[config.mk]
export PLATFORM = sky130hd
export DESIGN_NAME = i2c_sccb_write_master
export DESIGN_NICKNAME = d
export VERILOG_FILES = /design/src/rtl/i2c_pkg.sv /design/src/rtl/i2c_quarter_tick.sv /design/src/rtl/i2c_sccb_write_master.sv
export SDC_FILE = /design/constraint.sdc
export NUM_CORES = 1
export LEC_CHECK = 0
export ABC_CLOCK_PERIOD_IN_PS = 2500
export CAP_MARGIN = 20
export CORE_AREA = 4 4 92 94
export CTS_CLUSTER_SIZE = 20
export DETAILED_ROUTE_END_ITERATION = 8
export DIE_AREA = 0 0 96 98
export GPL_ROUTABILITY_DRIVEN = 0
export GPL_TIMING_DRIVEN = 0
export MAX_ROUTING_LAYER = met4
export PLACE_DENSITY = 0.63
export SLEW_MARGIN = 0
export SYNTH_ARGS = -nofsm -noshare
export SYNTH_HDL_FRONTEND = slang
export SYNTH_SLANG_ARGS = --single-unit
[constraint.sdc]
create_clock -name i_clk -period 2.5 [get_ports i_clk]
set_clock_uncertainty 0.1 [all_clocks]
set_input_delay 0.5 -clock i_clk [delete_from_list [all_inputs] [get_ports i_clk]]
set_output_delay 0.5 -clock i_clk [all_outputs]
set_load 0.01 [all_outputs]
[src/rtl/i2c_pkg.sv]
// Shared types and constants for the SCCB/I2C write master: FSM states,
// quarter-phase encoding and the bus-level decode used to register SCL/SDA.
package i2c_pkg;

  typedef enum logic [3:0] {
    ST_WAIT_BOOT = 4'd0,
    ST_IDLE      = 4'd1,
    ST_START     = 4'd2,
    ST_SLV       = 4'd3,
    ST_ACK1      = 4'd4,
    ST_REG       = 4'd5,
    ST_ACK2      = 4'd6,
    ST_DAT       = 4'd7,
    ST_ACK3      = 4'd8,
    ST_STOP      = 4'd9,
    ST_DONE      = 4'd10
  } i2c_state_e;

  localparam logic [1:0] Q0 = 2'd0;
  localparam logic [1:0] Q1 = 2'd1;
  localparam logic [1:0] Q2 = 2'd2;
  localparam logic [1:0] Q3 = 2'd3;

  localparam logic I2C_WRITE_BIT = 1'b0;

  typedef struct packed {
    logic scl;
    logic sda_oe;
  } bus_t;

  // SCL is high in q2/q3 of every slot except START, where it stays high.
  function automatic bus_t bus_levels(input i2c_state_e st,
                                      input logic [1:0]  ph,
                                      input logic        tx_bit);
    bus_t b;
    b.scl    = 1'b1;
    b.sda_oe = 1'b0;
    case (st)
      ST_START: b.sda_oe = ph[1];
      ST_SLV, ST_REG, ST_DAT: begin
        b.scl    = ph[1];
        b.sda_oe = ~tx_bit;
      end
      ST_ACK1, ST_ACK2, ST_ACK3: b.scl = ph[1];
      ST_STOP: begin
        b.scl    = ph[1];
        b.sda_oe = (ph != Q3);
      end
      default: ;
    endcase
    return b;
  endfunction

endpackage

[src/rtl/i2c_quarter_tick.sv]
// SCL quarter timebase: divides i_clk by DIV and steps a 2-bit phase q0..q3.
// Held at count 0 / q0 while disabled so every transfer starts on a slot edge.
module i2c_quarter_tick #(
  parameter int DIV = 4
) (
  input  logic       i_clk,
  input  logic       i_rst,
  input  logic       en,
  output logic       tick,
  output logic [1:0] phase
);
  import i2c_pkg::*;

  localparam int CW = (DIV > 2) ? $clog2(DIV) : 1;

  logic [CW-1:0] cnt;

  assign tick = en && (cnt == CW'(DIV - 1));

  // NOTE: reset is synchronous and sampled inside the clocked block, so it
  // appears in the if-chain rather than in the sensitivity list.
  always_ff @(posedge i_clk) begin
    if (i_rst || !en) begin
      cnt   <= '0;
      phase <= Q0;
    end else if (tick) begin
      cnt   <= '0;
      phase <= phase + 2'd1;
    end else begin
      cnt   <= cnt + 1'b1;
    end
  end

endmodule

[src/rtl/i2c_sccb_write_master.sv]
// SCCB/I2C 3-byte write engine: START, slave+W, reg_addr, reg_data, STOP on an
// open-drain pair, with a one-cycle done strobe after boot and each transfer.
module i2c_sccb_write_master #(
  parameter int         CLK_FREQ       = 50_000_000,
  parameter int         I2C_FREQ       = 100_000,
  parameter logic [6:0] SLAVE_ADDR     = 7'h21,
  parameter int         STARTUP_CYCLES = 1000
) (
  input  logic        i_clk,
  input  logic        i_rst,
  input  logic        i_i2c_req,
  input  logic [15:0] i_i2c_data,
  output logic        o_i2c_done,
  output logic        o_ack_err,
  output logic        o_busy,
  output logic        o_scl,
  output logic        o_sda_oe,
  input  logic        i_sda
);
  import i2c_pkg::*;

  localparam int DIV = CLK_FREQ / (4 * I2C_FREQ);
  localparam int BW  = (STARTUP_CYCLES > 1) ? $clog2(STARTUP_CYCLES) : 1;

  i2c_state_e    state_q, state_d;
  logic [7:0]    shreg_q, shreg_d;
  logic [15:0]   data_q, data_d;
  logic [2:0]    bit_cnt_q, bit_cnt_d;
  logic [BW-1:0] boot_q, boot_d;
  logic          done_d, err_d, busy_d;
  bus_t          bus_d;

  logic       tick_en, tick;
  logic [1:0] phase, phase_d;
  logic       slot_end, ack_sample, last_bit;

  assign tick_en = !(state_q inside {ST_WAIT_BOOT, ST_IDLE, ST_DONE});

  i2c_quarter_tick #(.DIV(DIV)) u_tick (
    .i_clk (i_clk),
    .i_rst (i_rst),
    .en    (tick_en),
    .tick  (tick),
    .phase (phase)
  );

  assign phase_d    = tick ? phase + 2'd1 : phase;
  assign slot_end   = tick && (phase == Q3);
  assign ack_sample = tick && (phase == Q1);
  assign last_bit   = slot_end && (bit_cnt_q == 3'd7);

  // NOTE: every signal driven here gets a default first, so no path through
  // the case statement can leave one unassigned and infer a latch.
  always_comb begin
    state_d   = state_q;
    shreg_d   = shreg_q;
    data_d    = data_q;
    bit_cnt_d = bit_cnt_q;
    boot_d    = boot_q;
    done_d    = 1'b0;
    err_d     = o_ack_err;
    busy_d    = o_busy;

    case (state_q)
      ST_WAIT_BOOT: begin
        if (boot_q == BW'(STARTUP_CYCLES - 1)) begin
          done_d  = 1'b1;
          state_d = ST_IDLE;
        end else begin
          boot_d = boot_q + 1'b1;
        end
      end

      // A req coinciding with the boot done strobe is dropped like any other.
      ST_IDLE: begin
        if (i_i2c_req && !o_i2c_done) begin
          data_d    = i_i2c_data;
          shreg_d   = {SLAVE_ADDR, I2C_WRITE_BIT};
          bit_cnt_d = 3'd0;
          err_d     = 1'b0;
          busy_d    = 1'b1;
          state_d   = ST_START;
        end
      end

      ST_START: begin
        if (slot_end) state_d = ST_SLV;
      end

      ST_SLV, ST_REG, ST_DAT: begin
        if (slot_end) begin
          shreg_d   = {shreg_q[6:0], 1'b0};
          bit_cnt_d = bit_cnt_q + 3'd1;
        end
        if (last_bit) begin
          case (state_q)
            ST_SLV:  state_d = ST_ACK1;
            ST_REG:  state_d = ST_ACK2;
            default: state_d = ST_ACK3;
          endcase
        end
      end

      // A NACK sampled at q2 is already in o_ack_err by the slot end.
      ST_ACK1, ST_ACK2, ST_ACK3: begin
        if (ack_sample && i_sda) err_d = 1'b1;
        if (slot_end) begin
          if (o_ack_err || state_q == ST_ACK3) begin
            state_d = ST_STOP;
          end else if (state_q == ST_ACK1) begin
            shreg_d = data_q[15:8];
            state_d = ST_REG;
          end else begin
            shreg_d = data_q[7:0];
            state_d = ST_DAT;
          end
        end
      end

      ST_STOP: begin
        if (slot_end) begin
          done_d  = 1'b1;
          busy_d  = 1'b0;
          state_d = ST_DONE;
        end
      end

      ST_DONE: state_d = ST_IDLE;

      default: state_d = ST_WAIT_BOOT;
    endcase
  end

  // Bus pins are registered from next-state values so they change exactly
  // at quarter boundaries and never glitch.
  always_comb bus_d = bus_levels(state_d, phase_d, shreg_d[7]);

  always_ff @(posedge i_clk) begin
    if (i_rst) begin
      state_q    <= ST_WAIT_BOOT;
      bit_cnt_q  <= 3'd0;
      boot_q     <= '0;
      o_i2c_done <= 1'b0;
      o_ack_err  <= 1'b0;
      o_busy     <= 1'b0;
      o_scl      <= 1'b1;
      o_sda_oe   <= 1'b0;
    end else begin
      state_q    <= state_d;
      bit_cnt_q  <= bit_cnt_d;
      boot_q     <= boot_d;
      o_i2c_done <= done_d;
      o_ack_err  <= err_d;
      o_busy     <= busy_d;
      o_scl      <= bus_d.scl;
      o_sda_oe   <= bus_d.sda_oe;
    end
  end

  // NOTE: the data path is left unreset; it is always loaded on request
  // acceptance before anything reads it.
  always_ff @(posedge i_clk) begin
    shreg_q <= shreg_d;
    data_q  <= data_d;
  end

endmodule

==> results of run 1 <==
-- synthesized netlist by cell type, drive strengths merged, types with 7 or more instances --
cell type	n	area [µm²]
edfxtp	23	691
nor3	8	40.0
inv	11	41.3
nor2	32	120
xnor2	8	70.1
ha	7	87.6
clkbuf	8	30.0
nand3	14	70.1
dfxtp	32	641
o21ai	13	65.1
a21oi	16	80.1
nand2	23	86.3
-- worst min-delay path by stage --
stage	from	slack, ns	to
finish	u_tick.cnt[0]$_SDFF_PP0_	0.34	u_tick.cnt[0]$_SDFF_PP0_
global route	u_tick.cnt[0]$_SDFF_PP0_	0.37	u_tick.cnt[0]$_SDFF_PP0_
CTS	bit_cnt_q[1]$_SDFFE_PP0P_	0.38	bit_cnt_q[1]$_SDFFE_PP0P_
detailed placement	u_tick.cnt[0]$_SDFF_PP0_	0.36	u_tick.cnt[0]$_SDFF_PP0_
global placement	u_tick.cnt[0]$_SDFF_PP0_	0.34	u_tick.cnt[0]$_SDFF_PP0_
floorplan	u_tick.cnt[0]$_SDFF_PP0_	0.33	u_tick.cnt[0]$_SDFF_PP0_
-- metrics by stage --
step           instance area, µm²  std cells  setup slack, ns  power [mW]
6_report                     3210        406           0.0396        1.54
4_1_cts                      3120        404          -0.0517        1.55
3_5_place_dp                 2980        396           -0.312        1.03
5_1_grt                      3210        406         -0.00983        1.59
3_3_place_gp                 2980        396           -0.313        1.03
2_1_floorplan                2620        270            0.116       0.993
-- per-layer routing --
layer | part of all wire (%) | GRT usage, %
met1 | 48 | 16.1
met2 | 46 | 18.2
met3 | 4.0 | 2.77
met4 | 1.4 | 3.61
met5 | 0 | -
-- cell families (layout without fill, tap and decap cells) --
logic type	count (synthesis)	after routing	share of synthesized area (%)
AO/OA/AOI/OAI	52	52	13.0
XOR/XNOR	14	14	4.69
adder cells (fa/ha/maj)	7	7	3.35
buffers and inverters	21	55	3.35
flip-flops	55	55	50.9
multiplexers	6	6	2.30
AND/OR/NAND/NOR	115	115	22.4
-- cell usage in the layout (no fill, tap or decap), types with 6 or more instances in the layout --
master	count
a21oi_1	16
and3_1	6
clkdlybuf4s50_1	24
dfxtp_1	28
edfxtp_1	23
inv_1	11
mux2i_1	6
nand2_1	22
nand3_1	13
nor2_1	32
nor3_1	6
o21ai_0	13
xnor2_1	8
xor2_1	6
-- cell type report --
| cell class | count | area, µm² |
|---|---|---|
| Clock inverter | 3 | 28.8 |
| Clock buffer | 5 | 68.8 |
| Multi-Input combinational cell | 194 | 1290 |
| Sequential cell | 55 | 1340 |
| Timing Repair Buffer | 28 | 270 |
| Buffer | 8 | 42.5 |
| Fill cell | 732 | 4440 |
| Tap cell | 102 | 128 |
| Inverter | 11 | 41.3 |
-- power groups by stage --
stage / clock network [mW] / logic (mW) / registers (mW)
after floorplan: 0 / 0.0270 / 0.966
after global placement: 0 / 0.0626 / 0.967
after detailed placement: 0 / 0.0647 / 0.968
after CTS: 0.541 / 0.0660 / 0.947
after global routing: 0.572 / 0.0741 / 0.947
final: 0.525 / 0.0652 / 0.947
-- registers in the layout, summed over array words and instances (netlist names) --
| name | cells |
|---|---|
| state_q | 4 |
| u_tick.cnt | 7 |
| data_q | 16 |
| boot_q | 10 |
| bit_cnt_q | 3 |
| o_i2c_done | 1 |
| u_tick.phase | 2 |
| o_scl | 1 |
| o_busy | 1 |
| o_ack_err | 1 |
| o_sda_oe | 1 |
| shreg_q | 8 |
-- what timing repair did --
action | CTS | global route
gates resized for setup | 8 | 20
buffers inserted | 0 | 4
setup endpoints to repair | 19 | 3
pin swaps | 4 | 4
hold buffers | 0 | 0
==> impl_metrics.toml, run 1 <==
[critical_path]
cp_top_family = "simple AND/OR/NAND/NOR gates"
r2r_start = "u_tick.cnt[0]$_SDFF_PP0_"
crit_path_max_fanout = 10
crit_chain = "inv_1, ha_2, nand4_4, or2_1, buf_6, o211ai_4, o2111ai_4, or4_4, a311oi_2"
path_buf_inv = 2
critPathCapture = "o_sda_oe$_SDFF_PP0_"
cp.required_ns = 2.63
r2r_end = "o_sda_oe$_SDFF_PP0_"
path_class = "flop to flop"
worstSetupStartpoint = "u_tick.cnt[0]$_SDFF_PP0_"
arrival_ns = 2.59
crit_path_end_kind = "flop"
cp-start-kind = "flop"
worstSetupPathDepth = 9
r2r_cells = 9
crit_path_max_incr_delay_ns = 0.54
slowest_stage = "or4_4"
reg2reg_slack_ns = 0.04

[global_routing]
grt_pass1_vias = 1888
grt_pass1_wl_um = 8810
grt_max_degree = 20
grt.overflow.total = 0
antenna_found_initial = 0
grt.total_usage_pct = 12.1

[final_layout]
drive_gt1_share_pct = 13.5
area_growth_pct = 22.7
fin_util_pct = 42.0
fin_nets = 330
antenna_cells = 0

[clock_network]
cts_tree = "yes"
clock_tree.root_cell = "clkbuf_8"
cts_sinks = 55
clkLatencyLatePin_ns = 0.32
clk_pin_slew_ns = 0.10
htreeDepth = 2
clk_path_buf_depth = 2
cts_buffers = 5

[sta]
worst_pin_slew_ns = 0.660
finalSetupTns_ns = 0
fin_crit_sh_pct = 98.4
slew_viol_final = 0
min_period_ns = 2.46
hold_ws_ns = 0.339
fmax_ghz = 0.406
relSlewSlack_pct = 56.0
rsz0062_at_grt = "true"
setup_violations = 0
hold_viol_final = 0

[power]
p_sw_share_pct = 22.7
ir_drop_mv = 0.337
pwr-share-seq_pct = 61.6
p_switching_mw = 0.349
p_clk_share_pct = 34.2
p_leak_nw = 1.08
power.density_nw_per_um2 = 479
p_int_mw = 1.19
pwr-share-comb_pct = 4.2

[floorplanning]
start_util_pct = 34.2
rows = 32
io_pins = 25
die_area_um2 = 9410
core_um2 = 7650
die_height_um = 98
die_w_um = 96

[min_path]
min_path_cells = 1
hp-class = "flop to flop"

[status]
status = "complete, no violations"

[flow_run]
maxCapViolCount = 0

[logic_synthesis]
async_reset_ff_share_pct = 0
syn_area_um2 = 2620
syn_area_per_cell_um2 = 9.69
netlist_instances = 270
synthesis.nets = 297
ys_ff_latch = 55
synth-edff-count = 23
synth_cell_types = 46
yosysWarnings = 0
synthFlopType = "dfxtp_1"
ys_seq_area_share_pct = 50.9

[route]
first_pass_iters = 4
vias = 2032
antenna_left = 0
vias_per_cell = 5.00
routed_wl_um = 5300
drcViolationCount = 0
drt_iter0_drc = 96
wire_per_inst_um = 13.1

[placed_design]
portBuffers = 24
hpwl_um = 3660
Power figures use the tool's default switching activity.
==> inputs of run 2 (changes only) <==
--- a/config.mk
+++ b/config.mk
@@ -5,16 +5,18 @@
 export SDC_FILE = /design/constraint.sdc
 export NUM_CORES = 1
 export LEC_CHECK = 0
+export ABC_AREA = 1
 export ABC_CLOCK_PERIOD_IN_PS = 2500
 export CAP_MARGIN = 20
-export CORE_AREA = 4 4 92 94
+export CORE_AREA = 4 4 94 96
 export CTS_CLUSTER_SIZE = 20
 export DETAILED_ROUTE_END_ITERATION = 8
-export DIE_AREA = 0 0 96 98
+export DIE_AREA = 0 0 98 100
+export DONT_BUFFER_PORTS = 1
 export GPL_ROUTABILITY_DRIVEN = 0
 export GPL_TIMING_DRIVEN = 0
 export MAX_ROUTING_LAYER = met4
-export PLACE_DENSITY = 0.63
+export PLACE_DENSITY = 0.59
 export SLEW_MARGIN = 0
 export SYNTH_ARGS = -nofsm -noshare
 export SYNTH_HDL_FRONTEND = slang
==> run 2 against run 1 <==
Routed wire length decreased by 2.0%. Largest power group unchanged. Sequential share of layout area up 2.9 points. Combinational power fell by 40%.
==> impl_metrics.toml, run 2 <==
[status]
status = "complete, no violations"

[logic_synthesis]
synth_area_leader_cell = "edfxtp_1"
ys_seq_area_share_pct = 48.8
synth_cell_types = 32
synthFlopType = "dfxtp_1"
yosysTopAreaCellShare_pct = 25.3
netlist_instances = 337
ys_ff_latch = 55
async_reset_ff_share_pct = 0
synth_common_cells = "nand2_1 (61), nor2_1 (56), inv_1 (44)"
yosysWarnings = 0
synthesis.nets = 364
synthTopCellsByArea = "edfxtp_1 (25%), dfxtp_1 (23%), nand2_1 (8.4%)"
synth-edff-count = 23
syn_area_um2 = 2730
syn_area_per_cell_um2 = 8.10
yosysMostFrequentCell = "nand2_1"

[floorplanning]
die_height_um = 100
die_area_um2 = 9800
die_w_um = 98
core_um2 = 8050
start_util_pct = 33.9
rows = 33
io_pins = 25

[power]
p_int_mw = 1.17
pwr-share-seq_pct = 62.2
p_leak_nw = 1.22
p_sw_share_pct = 23.3
power_mw = 1.52
pwr-share-comb_pct = 2.6
power.density_nw_per_um2 = 510
ir_drop_mv = 0.344
p_clk_share_pct = 35.2
p_switching_mw = 0.354

[final_layout]
instances_no_fill = 450
fin_nets = 371
area_growth_pct = 9.26
largest_register = "data_q"
final_common_cell = "nand2_1"
multi_input_area_um2 = 1200
antenna_cells = 0
nFillCells = 846
largest_reg_flops = 16
most-common-layout-cells = "nand2_1 (61), nor2_1 (56), inv_1 (43)"
regArea_um2 = 1330
fin_util_pct = 37.0
top_regs = "data_q (16), boot_q (10), shreg_q (8)"
post-route-cell-area_um2 = 2980
drive_gt1_share_pct = 12.5

[sta]
setup_violations = 0
min_period_ns = 2.27
hold_ws_ns = 0.171
rsz0062_at_grt = "false"
slew_viol_final = 0
hold_viol_final = 0
relSlewSlack_pct = 66.4
worst_pin_slew_ns = 0.504
fmax_ghz = 0.440
fin_ws_ns = 0.226
finalSetupTns_ns = 0
fin_crit_sh_pct = 91.0

[critical_path]
r2r_end = "o_sda_oe$_SDFF_PP0_"
r2r_cells = 13
crit_chain = "inv_1, ha_1, nand3_1, nor2_1, nand4_2, buf_6, o21ai_0, o21ai_1, nor2_1, nand3_1, nand3_1, nand2_1, inv_1"
worstSetupStartpoint = "u_tick.cnt[0]$_SDFF_PP0_"
worstSetupPathDepth = 13
arrival_ns = 2.45
cp-start-kind = "flop"
path_buf_inv = 3
critPathCapture = "o_sda_oe$_SDFF_PP0_"
path_class = "flop to flop"
crit_top_cell = "nand3_1"
crit_path_end_kind = "flop"
reg2reg_slack_ns = 0.23
crit_path_max_fanout = 10
r2r_start = "u_tick.cnt[0]$_SDFF_PP0_"
slowest_stage = "dfxtp_1"
cp.required_ns = 2.67
crit_path_max_incr_delay_ns = 0.35
cp_top_family = "simple AND/OR/NAND/NOR gates"

[placed_design]
place_area_um2 = 2860
portBuffers = 0
hpwl_um = 3930
dpl.cell_count = 442
dp_slack_ns = -0.184

[clock_network]
clkLatencyLatePin_ns = 0.32
clk_path_buf_depth = 2
cts_sinks = 55
cts_tree = "yes"
hold_buffers = 0
clk_pin_slew_ns = 0.11
htreeDepth = 2
clock_tree.root_cell = "clkbuf_8"
cts_buffers = 5
post_cts_buffers = 0

[route]
drcViolationCount = 0
vias_per_cell = 4.64
first_pass_iters = 4
wire_per_inst_um = 11.5
drt_iter0_drc = 152
vias = 2086
routed_wl_um = 5190
antenna_left = 0

[global_routing]
grt_pass1_wl_um = 8890
grt_max_degree = 21
grt.total_usage_pct = 11.4
antenna_found_initial = 0
grt.overflow.total = 0
grt_pass1_vias = 2000

[min_path]
hp-class = "input port to flop"

[flow_run]
maxCapViolCount = 0
-- run 2: repair_timing --
item,in CTS,in global routing
resized for setup,1,2
endpoints found under the setup margin,7,8
endpoints found under the hold margin,0,0
-- run 2: logic make-up after synthesis --
| logic type | synth area share (%) |
|---|---|
| and+or+nand+nor | 29.4 |
| DFF | 48.8 |
| buffers and inverters | 7.84 |
| AOI/OAI and AO/OA | 9.17 |
| adders and majority gates | 3.21 |
| xor gates and xnor gates | 1.60 |
-- run 2: worst min-delay path by stage --
stage                                  start                       end  slack (ns)  cells past startpoint
floorplan           u_tick.cnt[0]$_SDFF_PP0_  u_tick.cnt[0]$_SDFF_PP0_        0.33                      1
global placement    u_tick.cnt[0]$_SDFF_PP0_  u_tick.cnt[0]$_SDFF_PP0_        0.34                      1
detailed placement  u_tick.cnt[0]$_SDFF_PP0_  u_tick.cnt[0]$_SDFF_PP0_        0.35                      1
CTS                           i_i2c_data[15]      data_q[15]$_DFFE_PP_        0.16                      0
global route                   i_i2c_data[8]       data_q[8]$_DFFE_PP_        0.14                      0
finish                        i_i2c_data[15]      data_q[15]$_DFFE_PP_        0.17                      0
-- run 2: area by class of cell --
class,instances,share of cell area (%)
Sequential cell,55,44.6
Multi-Input combinational cell,229,40.3
Inverter,50,6.42
Tap cell,105,4.41
Clock buffer,5,2.31
Clock inverter,3,1.05
Buffer,3,0.881
-- run 2: layer usage --
layer,vias to the layer above,GRT usage (%),wire length [µm]
met2,54,19.1,2450
li1,1114,-,-
met5,-,-,0
met3,6,2.57,239
met4,0,3.41,48
met1,912,13.7,2460
-- run 2: power by group through the flow --
stage	logic, mW	registers (mW)	clock network [mW]
floorplan	0.0293	0.965	0
global route	0.0442	0.948	0.599
finish	0.0391	0.947	0.535
CTS	0.0382	0.947	0.563
global placement	0.0367	0.967	0
detailed placement	0.0382	0.967	0
